<file path="src/rtl/mem_arb_pkg.sv">
// rtl/mem_arb_pkg.sv - shared types and constants for the memory port arbiter
package mem_arb_pkg;

    typedef enum logic {
        IDLE = 1'b0,
        BUSY = 1'b1
    } arb_state_t;

    localparam int NUM_REQ = 4;
    localparam int SEL_W   = 2;
    localparam int WDOG_W  = 8;

endpackage

</file>
<file path="src/rtl/mux_4_to_1.sv">
// rtl/mux_4_to_1.sv - generic 4:1 multiplexer
//
// Ports:
//   in_0..in_3  data_width  candidate inputs
//   control     2           index of the input routed to out
//   out         data_width  selected input
module mux_4_to_1 #(
    parameter int data_width = 32
) (
    input  logic [data_width-1:0] in_0,
    input  logic [data_width-1:0] in_1,
    input  logic [data_width-1:0] in_2,
    input  logic [data_width-1:0] in_3,
    input  logic [1:0]            control,
    output logic [data_width-1:0] out
);

    always_comb begin
        out = in_0;
        case (control)
            2'd0:    out = in_0;
            2'd1:    out = in_1;
            2'd2:    out = in_2;
            2'd3:    out = in_3;
            default: out = in_0;
        endcase
    end

endmodule

</file>
<file path="src/rtl/rr_pick4.sv">
// rtl/rr_pick4.sv - combinational 4-way round-robin picker
//
// Ports:
//   req   4  request vector, bit i belongs to requester i
//   last  2  most recently served requester (lowest priority this round)
//   any   1  at least one request is pending
//   win   2  chosen requester; only meaningful when any is high
module rr_pick4
    import mem_arb_pkg::*;
(
    input  logic [NUM_REQ-1:0] req,
    input  logic [SEL_W-1:0]   last,
    output logic               any,
    output logic [SEL_W-1:0]   win
);

    logic             found;
    logic [SEL_W-1:0] idx;

    // Scan last+1, last+2, last+3 and finally last itself. The 2-bit
    // addition wraps 3->0 for free, and k == 4 lands back on last.
    always_comb begin
        any   = |req;
        win   = last;
        found = 1'b0;
        idx   = last;
        for (int k = 1; k <= NUM_REQ; k++) begin
            idx = last + SEL_W'(k);
            if (!found && req[idx]) begin
                win   = idx;
                found = 1'b1;
            end
        end
    end

endmodule

</file>
<file path="src/rtl/mem_port_arbiter.sv">
// rtl/mem_port_arbiter.sv - round-robin arbiter sharing one memory port among four requesters
//
// Ports:
//   clk, reset_n          clock, asynchronous active-low reset
//   req, req_we           per-requester request and write enable
//   req_addr, req_wdata   packed per-requester payloads, requester i at [i*W +: W]
//   done, err             one-cycle completion / timeout pulses to the granted requester
//   resp_rdata            read data captured at completion (0 on timeout)
//   sel                   registered grant index, drives the payload mux controls
//   mem_valid             access in progress
//   mem_we/addr/wdata     payload of the granted requester (combinational mux)
//   mem_rdata, mem_ready  memory read data and one-cycle acknowledge
module mem_port_arbiter
    import mem_arb_pkg::*;
#(
    parameter int data_width = 32,
    parameter int addr_width = 32,
    parameter int timeout    = 255
) (
    input  logic                          clk,
    input  logic                          reset_n,
    input  logic [NUM_REQ-1:0]            req,
    input  logic [NUM_REQ-1:0]            req_we,
    input  logic [NUM_REQ*addr_width-1:0] req_addr,
    input  logic [NUM_REQ*data_width-1:0] req_wdata,
    output logic [NUM_REQ-1:0]            done,
    output logic [NUM_REQ-1:0]            err,
    output logic [data_width-1:0]         resp_rdata,
    output logic [SEL_W-1:0]              sel,
    output logic                          mem_valid,
    output logic                          mem_we,
    output logic [addr_width-1:0]         mem_addr,
    output logic [data_width-1:0]         mem_wdata,
    input  logic [data_width-1:0]         mem_rdata,
    input  logic                          mem_ready
);

    // A timeout of 0 turns the watchdog off entirely.
    localparam bit                WDOG_EN  = (timeout != 0);
    localparam logic [WDOG_W-1:0] WDOG_LIM = WDOG_W'(timeout);

    arb_state_t                state_q;
    logic [SEL_W-1:0]          last_q;
    logic [SEL_W-1:0]          sel_q;
    logic [NUM_REQ-1:0]        done_q;
    logic [NUM_REQ-1:0]        err_q;
    logic [data_width-1:0]     rdata_q;
    logic [WDOG_W-1:0]         cnt_q;
    logic                      valid_q;

    logic                      pick_any;
    logic [SEL_W-1:0]          pick_win;

    rr_pick4 u_pick (
        .req  (req),
        .last (last_q),
        .any  (pick_any),
        .win  (pick_win)
    );

    // Arbitration FSM. done/err default low every cycle so they can only
    // ever be one-cycle pulses. last_q moves to the served requester on
    // every completion, timeouts included, so a hung requester cannot
    // monopolise the port.
    always_ff @(posedge clk or negedge reset_n) begin
        if (!reset_n) begin
            state_q <= IDLE;
            last_q  <= SEL_W'(NUM_REQ - 1);
            sel_q   <= '0;
            done_q  <= '0;
            err_q   <= '0;
            rdata_q <= '0;
            cnt_q   <= '0;
            valid_q <= 1'b0;
        end else begin
            done_q <= '0;
            err_q  <= '0;
            case (state_q)
                IDLE: begin
                    if (pick_any) begin
                        sel_q   <= pick_win;
                        cnt_q   <= '0;
                        valid_q <= 1'b1;
                        state_q <= BUSY;
                    end
                end
                BUSY: begin
                    // mem_ready wins over a simultaneous watchdog expiry.
                    if (mem_ready) begin
                        done_q[sel_q] <= 1'b1;
                        rdata_q       <= mem_rdata;
                        last_q        <= sel_q;
                        valid_q       <= 1'b0;
                        state_q       <= IDLE;
                    end else if (WDOG_EN && (cnt_q == WDOG_LIM)) begin
                        done_q[sel_q] <= 1'b1;
                        err_q[sel_q]  <= 1'b1;
                        rdata_q       <= '0;
                        last_q        <= sel_q;
                        valid_q       <= 1'b0;
                        state_q       <= IDLE;
                    end else begin
                        cnt_q <= cnt_q + WDOG_W'(1);
                    end
                end
                default: begin
                    valid_q <= 1'b0;
                    state_q <= IDLE;
                end
            endcase
        end
    end

    // Shared-port payload, steered by the registered grant.
    mux_4_to_1 #(.data_width(addr_width)) u_mux_addr (
        .in_0    (req_addr[0*addr_width +: addr_width]),
        .in_1    (req_addr[1*addr_width +: addr_width]),
        .in_2    (req_addr[2*addr_width +: addr_width]),
        .in_3    (req_addr[3*addr_width +: addr_width]),
        .control (sel_q),
        .out     (mem_addr)
    );

    mux_4_to_1 #(.data_width(data_width)) u_mux_wdata (
        .in_0    (req_wdata[0*data_width +: data_width]),
        .in_1    (req_wdata[1*data_width +: data_width]),
        .in_2    (req_wdata[2*data_width +: data_width]),
        .in_3    (req_wdata[3*data_width +: data_width]),
        .control (sel_q),
        .out     (mem_wdata)
    );

    mux_4_to_1 #(.data_width(1)) u_mux_we (
        .in_0    (req_we[0]),
        .in_1    (req_we[1]),
        .in_2    (req_we[2]),
        .in_3    (req_we[3]),
        .control (sel_q),
        .out     (mem_we)
    );

    assign done       = done_q;
    assign err        = err_q;
    assign resp_rdata = rdata_q;
    assign sel        = sel_q;
    assign mem_valid  = valid_q;

endmodule

</file>
<file path="config.mk">
export PLATFORM = sky130hd
export DESIGN_NAME = mem_port_arbiter
export DESIGN_NICKNAME = d
export VERILOG_FILES = /design/src/rtl/mem_arb_pkg.sv /design/src/rtl/mux_4_to_1.sv /design/src/rtl/rr_pick4.sv /design/src/rtl/mem_port_arbiter.sv
export SDC_FILE = /design/constraint.sdc
export NUM_CORES = 1
export LEC_CHECK = 0
export BUFFER_PORTS_ARGS = -buffer_cell sky130_fd_sc_hd__buf_2
export CORE_AREA = 3 3 157 159
export DETAILED_ROUTE_END_ITERATION = 6
export DIE_AREA = 0 0 160 162
export HOLD_SLACK_MARGIN = 0.06
export PLACE_DENSITY = 0.54
export REMOVE_ABC_BUFFERS = 1
export SLEW_MARGIN = 40
export SYNTH_ARGS = -nofsm -noshare
export SYNTH_HDL_FRONTEND = slang
export SYNTH_HIERARCHICAL = 1
export SYNTH_SLANG_ARGS = --single-unit
</file>
<file path="constraint.sdc">
create_clock -name clk -period 2.15 [get_ports clk]
set_input_delay 0.1075 -clock clk [delete_from_list [all_inputs] [get_ports clk]]
set_output_delay 0.1075 -clock clk [all_outputs]
set_load 0.02 [all_outputs]
</file>
==> results of run 1 <==
-- worst max-delay path, stage by stage, from the launching register on --
cell     delay [ns]
dfrtp_4        0.60
buf_4          0.25
mux4_2         0.55
buf_2          0.18
-- report_power, final --
| group | internal [mW] | total, mW | switching (mW) |
|---|---|---|---|
| combinational | 2.54 | 5.58 | 3.04 |
| sequential | 1.42 | 1.85 | 0.421 |
| clock | 0.587 | 0.979 | 0.392 |
-- repair_timing --
item                                    in CTS  in global routing
setup buffers                                1                  0
endpoints found under the setup margin      38                  0
hold buffers                                33                  0
endpoints found under the hold margin       46                  0
-- sequential cells by signal, summed over array words and instances (netlist names) --
signal      cells
cnt_q           8
err             4
sel             2
resp_rdata     32
last_q          2
state_q         1
done            4
mem_valid       1
-- final cells by class --
class                      instances  area, µm²
sequential                        54       1360
fill                            2509      16700
multi-input combinational        170       2190
tap                              319        399
clock buffer                       6        139
antenna                            7       17.5
timing repair buffer             457       2540
clock inverter                     2       38.8
inverter                           4       15.0
-- layer usage --
layer	global-route usage, %	share of wire, %	up-vias
met5	0	0.20	-
met4	5.48	2.7	8
li1	-	-	1942
met3	5.43	8.9	38
met1	22.7	42	2198
met2	27.7	46	297
-- cells by family after synthesis --
group                      Yosys count  synth area share [%]
muxes                               69                  40.2
buffers and inverters               27                  6.31
AOI/OAI and AO/OA                   56                  12.0
and+or+nand+nor                     44                  5.45
adders and majority gates            1                 0.330
DFF                                 54                  35.7
-- layout by cell type (no fill, tap or decap), drive strengths merged, types with 2 or more instances in the layout --
master	netlist	final
dlygate4sd3	0	33
nand2b	5	5
diode	0	7
dfrtp	52	52
mux2	3	3
o31ai	3	3
dfstp	2	2
clkbuf	5	6
a21oi	6	6
nand3	3	3
nand2	15	15
o21ai	2	2
nor3	5	5
inv	4	5
nor2b	2	2
mux4	65	65
nor2	11	11
buf	18	424
a22o	33	33
a31oi	3	3
-- how the worst max path moves through the flow --
stage               slack [ns]  cells after the start            to
floorplan                -1.55                      1  mem_addr[28]
global placement          0.27                      3  mem_addr[14]
detailed placement        0.26                      3  mem_addr[14]
CTS                        0.1                      3  mem_addr[14]
global route              0.04                      3  mem_addr[14]
finish                    0.15                      3  mem_addr[14]
-- per-stage QoR --
step	setup slack [ns]	TNS, ns
2_1_floorplan	-1.55	-106.11
3_3_place_gp	0.272	0
3_5_place_dp	0.255	0
4_1_cts	0.0950	0
5_1_grt	0.0426	0
6_report	0.151	0
==> run_results.csv, run 1 <==
group,metric,value,unit
run_status,status,"completed",
die,row_count,56,
synth,ys_async_sr_fraction,100,%
synth,syn_inst,251,
synth,synth_seq_cells,54,
clock_tree,cts_tree,"built",
synth,ys_top_cells_by_count,"mux4_2, dfrtp_1, a22o_1",
clock_tree,path_clk_slew,0.07,ns
die,core_region_area,23400,µm²
place,place.gp.congestion,1.06,
setup_path,r2r_start,"cnt_q[0]",
hold_path,hold_class,"in2reg",
place,dpl.cell_count,970,
hold_path,hold_depth,5,
setup_path,crit_type,"reg2out",
route,drc,0,
setup_path,worst_r2r_endpoint,"resp_rdata[16]",
synth,syn_avg_cell_area,15.1,µm²
synth,synthTopCellsByArea,"mux4_2, dfrtp_1, a22o_1, buf_12, mux4_1",
die,die_w,160,µm
sta,fmax,0.500,GHz
sta,rsz0062_at_grt,"no",
route,drt_iter0_drc,213,
global_routing,gr-total-overflow,0,
place,dp_hpwl,20.8,mm
setup_path,startpoint,"sel[0]",
clock_tree,cts_buffers,5,
hold_path,hp-start,"req[3]",
sta,finalSetupViolCount,0,
route,drt-pass1-iter-count,4,
die,initial_core_util,16.2,%
die,chipHeight,162,µm
synth,seq_area_frac_synth,35.7,%
sta,worst_pin_slew,0.552,ns
finish,design_area,6710,µm²
finish,drive_gt1_share,72.6,%
setup_path,critPathLaunchType,"register",
power,p_per_area,1250,nW/µm²
setup_path,endpoint_kind,"primary output",
setup_path,path_max_fanout,14,
die,io_pins,407,
route,wire_per_inst,23.5,µm
route,drt-total-wl,23.9,mm
sta,period_share,93.0,%
setup_path,r2r_setup_slack,0.36,ns
sta,holdWs,0.182,ns
synth,synth_warnings,6,
clock_tree,htree_levels,2,
power,ir_drop,676,µV
global_routing,grt_antenna_before_repair,14,
power,leakage,3.33,nW
sta,hold_viol_final,0,
clock_tree,clk_latency,0.30,ns
setup_path,reg2reg_depth,6,
setup_path,crit_arrival,1.89,ns
place,placed_area,6170,µm²
sta,min_period,2.00,ns
synth,synth_top_area_share,36.3,%
global_routing,grt_max_degree,33,
synth,ys.flop_type,"dfrtp_1",
finish,layoutNonFillerInstCount,1019,
finish,layout.nets,992,
global_routing,grt_pass1_vias,4658,
sta,slew_headroom,62.9,%
clock_tree,cts_resized,0,
finish,area_growth,77.1,%
clock_tree,cts_max_path_buffers,2,
power,total_power,8.41,mW
setup_path,required,2.04,ns
run,max_cap_viol_count,0,
synth,yosys.area.top_type,"mux4_2",
place,numPortBuffers,406,
sta,clock_skew,0.00903,ns
global_routing,grt_pass1_wl,32.5,mm
synth,netlist_area,3790,µm²
sta,finalMaxSlewViolations,0,
finish,fin_util,28.7,%
synth,ys_types,36,
route,drtAntennaViolNets,0,
route,vias,4483,
clock_tree,cts-root-buf,"clkbuf_16",
global_routing,grt_use_total,17.4,%
synth,post-synth-top-count-cell,"mux4_2",
hold_path,min_to,"sel[0]",
synth,synth_edf_count,0,
die,die-area,25900,µm²
route,viasPerCell,4.40,
clock_tree,cts_sinks,54,
No activity file was read; power rests on OpenSTA's default activity.
==> run 2: changes to the inputs <==
Settings changed: BUFFER_PORTS_ARGS -buffer_cell sky130_fd_sc_hd__buf_2 to not set, CORE_AREA 3 3 157 159 to 3 3 156 158, DIE_AREA 0 0 160 162 to 0 0 159 161, DONT_BUFFER_PORTS set to 1, PLACE_DENSITY 0.54 to 0.4.
Clock period 2.15 ns to 2.42 ns, I/O delays scaled along.
==> run_results.csv, run 2 (same netlist as run 1, synthesis figures left out) <==
group,metric,value,unit
hold_path,hold_class,"in2reg",
setup_path,path_max_fanout,31,
sta,slew_headroom,56.3,%
power,power.switching,3.14,mW
sta,worst_pin_slew,0.655,ns
route,vias,2802,
place,numPortBuffers,0,
global_routing,grt_pass1_wl,22.9,mm
finish,layout.nets,574,
setup_path,required,2.30,ns
global_routing,grt_pass1_vias,2888,
finish,largest_reg_flops,32,
clock_tree,htree_levels,2,
route,wire_per_inst,29.3,µm
place,dp_hpwl,15.0,mm
global_routing,gr-total-overflow,0,
power,ir_drop,415,µV
route,drc,0,
run_status,status,"completed",
power,clock_power_share,11.9,%
setup_path,critPathLaunchType,"register",
global_routing,grt_max_degree,55,
sta,hold_viol_final,0,
power,pwr-share-seq,34.0,%
finish,final_cell_mix,"mux4_2, dfrtp_1, dlygate4sd3_1",
clock_tree,cts_buffers,5,
power,leakage,1.64,nW
place,dpl.cell_count,551,
sta,finalSetupViolCount,0,
route,drt-total-wl,17.6,mm
power,p_int,3.10,mW
die,die-area,25600,µm²
die,die_w,159,µm
finish,layoutNonFillerInstCount,602,
global_routing,grt_antenna_before_repair,11,
sta,holdWs,0.0768,ns
clock_tree,cts_tree,"built",
sta,rsz0062_at_grt,"no",
sta,period_share,88.5,%
finish,final_common_cell,"mux4_2",
sta,finalMaxSlewViolations,0,
sta,min_period,2.14,ns
power,comb_power_share,54.1,%
clock_tree,cts_max_path_buffers,2,
die,io_pins,407,
place,place.gp.congestion,0.817,
setup_path,crit_type,"reg2out",
route,drtAntennaViolNets,0,
finish,drive_gt1_share,30.9,%
finish,area_growth,20.8,%
route,drt_iter0_drc,151,
setup_path,startpoint,"sel[0]",
power,swShare,50.3,%
clock_tree,cts_sinks,54,
power,p_per_area,1360,nW/µm²
finish,nFillCells,2511,
clock_tree,path_clk_slew,0.07,ns
route,viasPerCell,4.65,
die,core_region_area,23300,µm²
sta,clock_skew,0.00813,ns
route,drt-pass1-iter-count,4,
clock_tree,cts-root-buf,"clkbuf_16",
die,initial_core_util,16.3,%
setup_path,crit_arrival,2.02,ns
sta,fmax,0.467,GHz
setup_path,endpoint_kind,"primary output",
clock_tree,clk_latency,0.30,ns
setup_path,r2r_start,"cnt_q[1]",
global_routing,grt_use_total,12.5,%
die,chipHeight,161,µm
run,max_cap_viol_count,0,
die,row_count,56,
hold_path,hp-start,"req[2]",
run 2: stage by stage:
| stage | TNS [ns] | power (mW) | setup WS [ns] | util, % | area (µm²) |
|---|---|---|---|---|---|
| final | 0 | 6.24 | 0.278 | 19.7 | 4580 |
| after global routing | 0 | 6.56 | 0.179 | 19.7 | 4570 |
| after floorplan | -86.43 | 4.73 | -1.29 | - | 3560 |
| after CTS | 0 | 6.33 | 0.241 | 19.6 | 4560 |
| after detailed placement | 0 | 5.51 | 0.571 | 17.4 | 4040 |
| after global placement | 0 | 5.46 | 0.588 | 17.4 | 4040 |
run 2: power groups by stage:
stage | registers, mW | logic, mW | clock network [mW]
2_1_floorplan | 2.21 | 2.52 | 0
3_3_place_gp | 2.14 | 3.32 | 0
3_5_place_dp | 2.12 | 3.39 | 0
4_1_cts | 2.13 | 3.43 | 0.774
5_1_grt | 2.18 | 3.58 | 0.798
6_report | 2.12 | 3.38 | 0.740
run 2: layout make-up:
class / count / area, µm² / share of cell area [%]
multi-input combinational: 170 / 2200 / 48.0
sequential: 54 / 1360 / 29.7
timing repair buffer: 39 / 435 / 9.51
tap: 319 / 399 / 8.72
clock buffer: 5 / 125 / 2.73
clock inverter: 3 / 25.0 / 0.547
antenna: 8 / 20.0 / 0.437
inverter: 4 / 15.0 / 0.328
run 2: timing repair:
item                      4_1_cts  5_1_grt
gates resized for setup         0        0
hold buffers                   35        0
buffers inserted                0        0
hold endpoints to repair       87        0
run 2: final timing paths:
path | end | slack, ns | cells after the start
worst min-delay path | sel[0] | 0.08 | 5
worst min register to register | cnt_q[5] | 0.51 | 1
worst max register to register | resp_rdata[28] | 0.59 | 6
min in group asynchronous | resp_rdata[15] | 0.35 | 2
max in group asynchronous | last_q[1] | 1.79 | 2
worst max-delay path | mem_wdata[21] | 0.28 | 2
run 2: worst max-delay path, cell delays in order (launching register included):
cell,delay [ns]
dfrtp_4,0.67
buf_12,0.30
mux4_2,0.71
run 2: metal layers:
layer  global-route usage, %  vias up  part of all wire (%)
li1                        -     1107                     -
met1                    14.4     1448                    37
met2                    20.6      226                    51
met3                    5.98       15                    11
met4                    4.30        6                   1.2
met5                       0        -                  0.23
==> run 3: changes to the inputs <==
Settings changed: ABC_AREA set to 1, CORE_AREA 3 3 156 158 to 3 3 155 157, DIE_AREA 0 0 159 161 to 0 0 158 160, PLACE_DENSITY 0.4 to 0.45.
==> run_results.csv, run 3 <==
group,metric,value,unit
run,max_cap_viol_count,0,
finish,area_growth,11.6,%
route,drtAntennaViolNets,0,
route,viasPerCell,5.31,
route,drt_iter0_drc,423,
clock_tree,cts_sinks,54,
sta,worst_pin_slew,0.619,ns
finish,final_cell_mix,"nand3_1, nand2_1, nand4_1",
run_status,status,"completed",
synth,yosys.area.top_type,"dfrtp_1",
place,dp_hpwl,17.4,mm
finish,layout.nets,984,
power,power.switching,4.86,mW
clock_tree,post_cts_buffers,0,
synth,synth_edf_count,0,
clock_tree,cts_buffers,5,
route,drt-total-wl,22.4,mm
setup_path,path_cells,"inv_2 -> nand3_1 -> nand4_1 -> buf_4",
sta,clock_skew,0.00945,ns
synth,syn_inst,681,
die,row_count,55,
clock_tree,cts-root-buf,"clkbuf_16",
synth,ys_top_cells_by_count,"nand3_1, nand2_1, nand4_1",
setup_path,crit_family,"buffers and inverters",
sta,rsz0062_at_grt,"no",
synth,synthTopCellsByArea,"dfrtp_1, nand3_1, nand2_1, nand4_1, nand3_2",
clock_tree,htree_levels,2,
synth,ys_async_sr_fraction,100,%
power,clock_power_share,10.3,%
sta,period_share,86.0,%
sta,finalMaxSlewViolations,0,
place,numPortBuffers,0,
setup_path,endpoint_kind,"primary output",
synth,netlist_area,4760,µm²
sta,finalSetupViolCount,0,
finish,regArea,1360,µm²
place,place.gp.congestion,0.821,
setup_path,required,2.30,ns
power,swShare,62.5,%
place,placed_area,4770,µm²
setup_path,critPathLaunchType,"register",
clock_tree,path_clk_slew,0.08,ns
finish,nFillCells,2541,
clock_tree,cts_max_path_buffers,2,
synth,ys_types,31,
global_routing,grt_use_met1,21.8,%
synth,syn_avg_cell_area,6.99,µm²
die,core_region_area,22600,µm²
finish,final_common_cell,"nand3_1",
route,vias,5169,
sta,min_period,2.08,ns
finish,largest_reg_flops,32,
power,leakage,2.24,nW
setup_path,crit_type,"reg2out",
clock_tree,cts_hold_buf,35,
global_routing,grt_pass1_vias,4937,
sta,hold_viol_final,0,
die,io_pins,407,
finish,fin_util,23.5,%
synth,synth_seq_cells,54,
clock_tree,clk_latency,0.30,ns
synth,seq_area_frac_synth,28.5,%
finish,design_area,5310,µm²
route,drc,0,
die,initial_core_util,21.0,%
setup_path,path_max_fanout,32,
global_routing,grt_max_degree,96,
synth,synth_warnings,6,
finish,multi_input_area,2800,µm²
setup_path,crit_buf_inv,2,
global_routing,grt_pass1_wl,30.9,mm
hold_path,hold_class,"in2reg",
route,drt-pass1-iter-count,7,
die,die_w,158,µm
die,chipHeight,160,µm
global_routing,gr-total-overflow,0,
global_routing,grt_use_met3,4.31,%
synth,synth_top_area_share,27.4,%
setup_path,slowest_stage,"dfrtp_4",
finish,drive_gt1_share,13.7,%
power,ir_drop,546,µV
synth,post-synth-top-count-cell,"nand3_1",
sta,slew_headroom,58.7,%
clock_tree,cts_tree,"built",
global_routing,grt-busiest-layer,"met2",
die,die-area,25300,µm²
setup_path,cp_slowest_stage_delay,0.57,ns
global_routing,grt_use_total,15.9,%
synth,ys.flop_type,"dfrtp_1",
power,p_int,2.92,mW
global_routing,grt_antenna_before_repair,3,
global_routing,use_met2,24.4,%
route,wire_per_inst,23.1,µm
sta,fmax,0.481,GHz
power,comb_power_share,63.1,%
setup_path,crit_arrival,1.96,ns
power,pwr-share-seq,26.6,%
clock_tree,cts_resized,0,
power,p_per_area,1470,nW/µm²
## run 3: kinds of logic after synthesis
logic type                 Yosys count  synth area share, %
xor gates and xnor gates             1                0.184
adders and majority gates            1                0.263
buffers and inverters               82                 12.7
and+or+nand+nor                    528                 56.6
DFF                                 54                 28.5
AOI/OAI and AO/OA                   15                 1.79
## run 3: area by class of cell
cell class | instances | area share [%]
Inverter | 26 | 1.98
Sequential cell | 54 | 25.6
Antenna cell | 3 | 0.141
Multi-Input combinational cell | 545 | 52.7
Clock inverter | 1 | 0.165
Tap cell | 285 | 6.72
Clock buffer | 7 | 2.87
Timing Repair Buffer | 52 | 9.80
## run 3: metrics by stage
step	power (mW)	instances	hold slack [ns]	setup TNS, ns	setup slack [ns]
floorplan	5.57	625	-0.175	-124.52	-1.74
global placement	6.88	927	-0.173	0	0.707
detailed placement	6.88	927	-0.173	0	0.694
CTS	7.78	970	0.288	0	0.346
global route	8.35	973	0.334	0	0.273
finish	7.79	973	0.308	0	0.340
## run 3: path summary, 6_finish.rpt
| kind | startpoint | depth (start not counted) | slack [ns] | end |
|---|---|---|---|---|
| min in group asynchronous | reset_n | 2 | 0.35 | done[0] |
| max | sel[0] | 4 | 0.34 | mem_addr[17] |
| max in group asynchronous | reset_n | 2 | 1.79 | last_q[0] |
| min reg2reg | last_q[1] | 2 | 0.53 | last_q[1] |
| min | req[2] | 4 | 0.31 | cnt_q[1] |
| max reg2reg | cnt_q[0] | 9 | 0.69 | resp_rdata[29] |
## run 3: power groups by stage
stage	logic (mW)	clock network, mW	registers, mW
after detailed placement	4.80	0	2.08
final	4.91	0.806	2.07
after global placement	4.79	0	2.09
after CTS	4.86	0.838	2.08
after floorplan	3.20	0	2.37
after global routing	5.34	0.870	2.14
## run 3: worst reg2reg max path, delay by kind of cell (launching register included)
kind,cells,cell delay [ns]
flops,1,0.43
buf+inv,2,0.40
simple gates,6,0.59
fa+ha+maj,1,0.25
## run 3: per-layer routing
| layer | up-vias | wire, µm |
|---|---|---|
| met1 | 2437 | 9560 |
| met3 | 24 | 2290 |
| met4 | 0 | 436 |
| li1 | 2378 | - |
| met5 | - | 0 |
| met2 | 330 | 10200 |
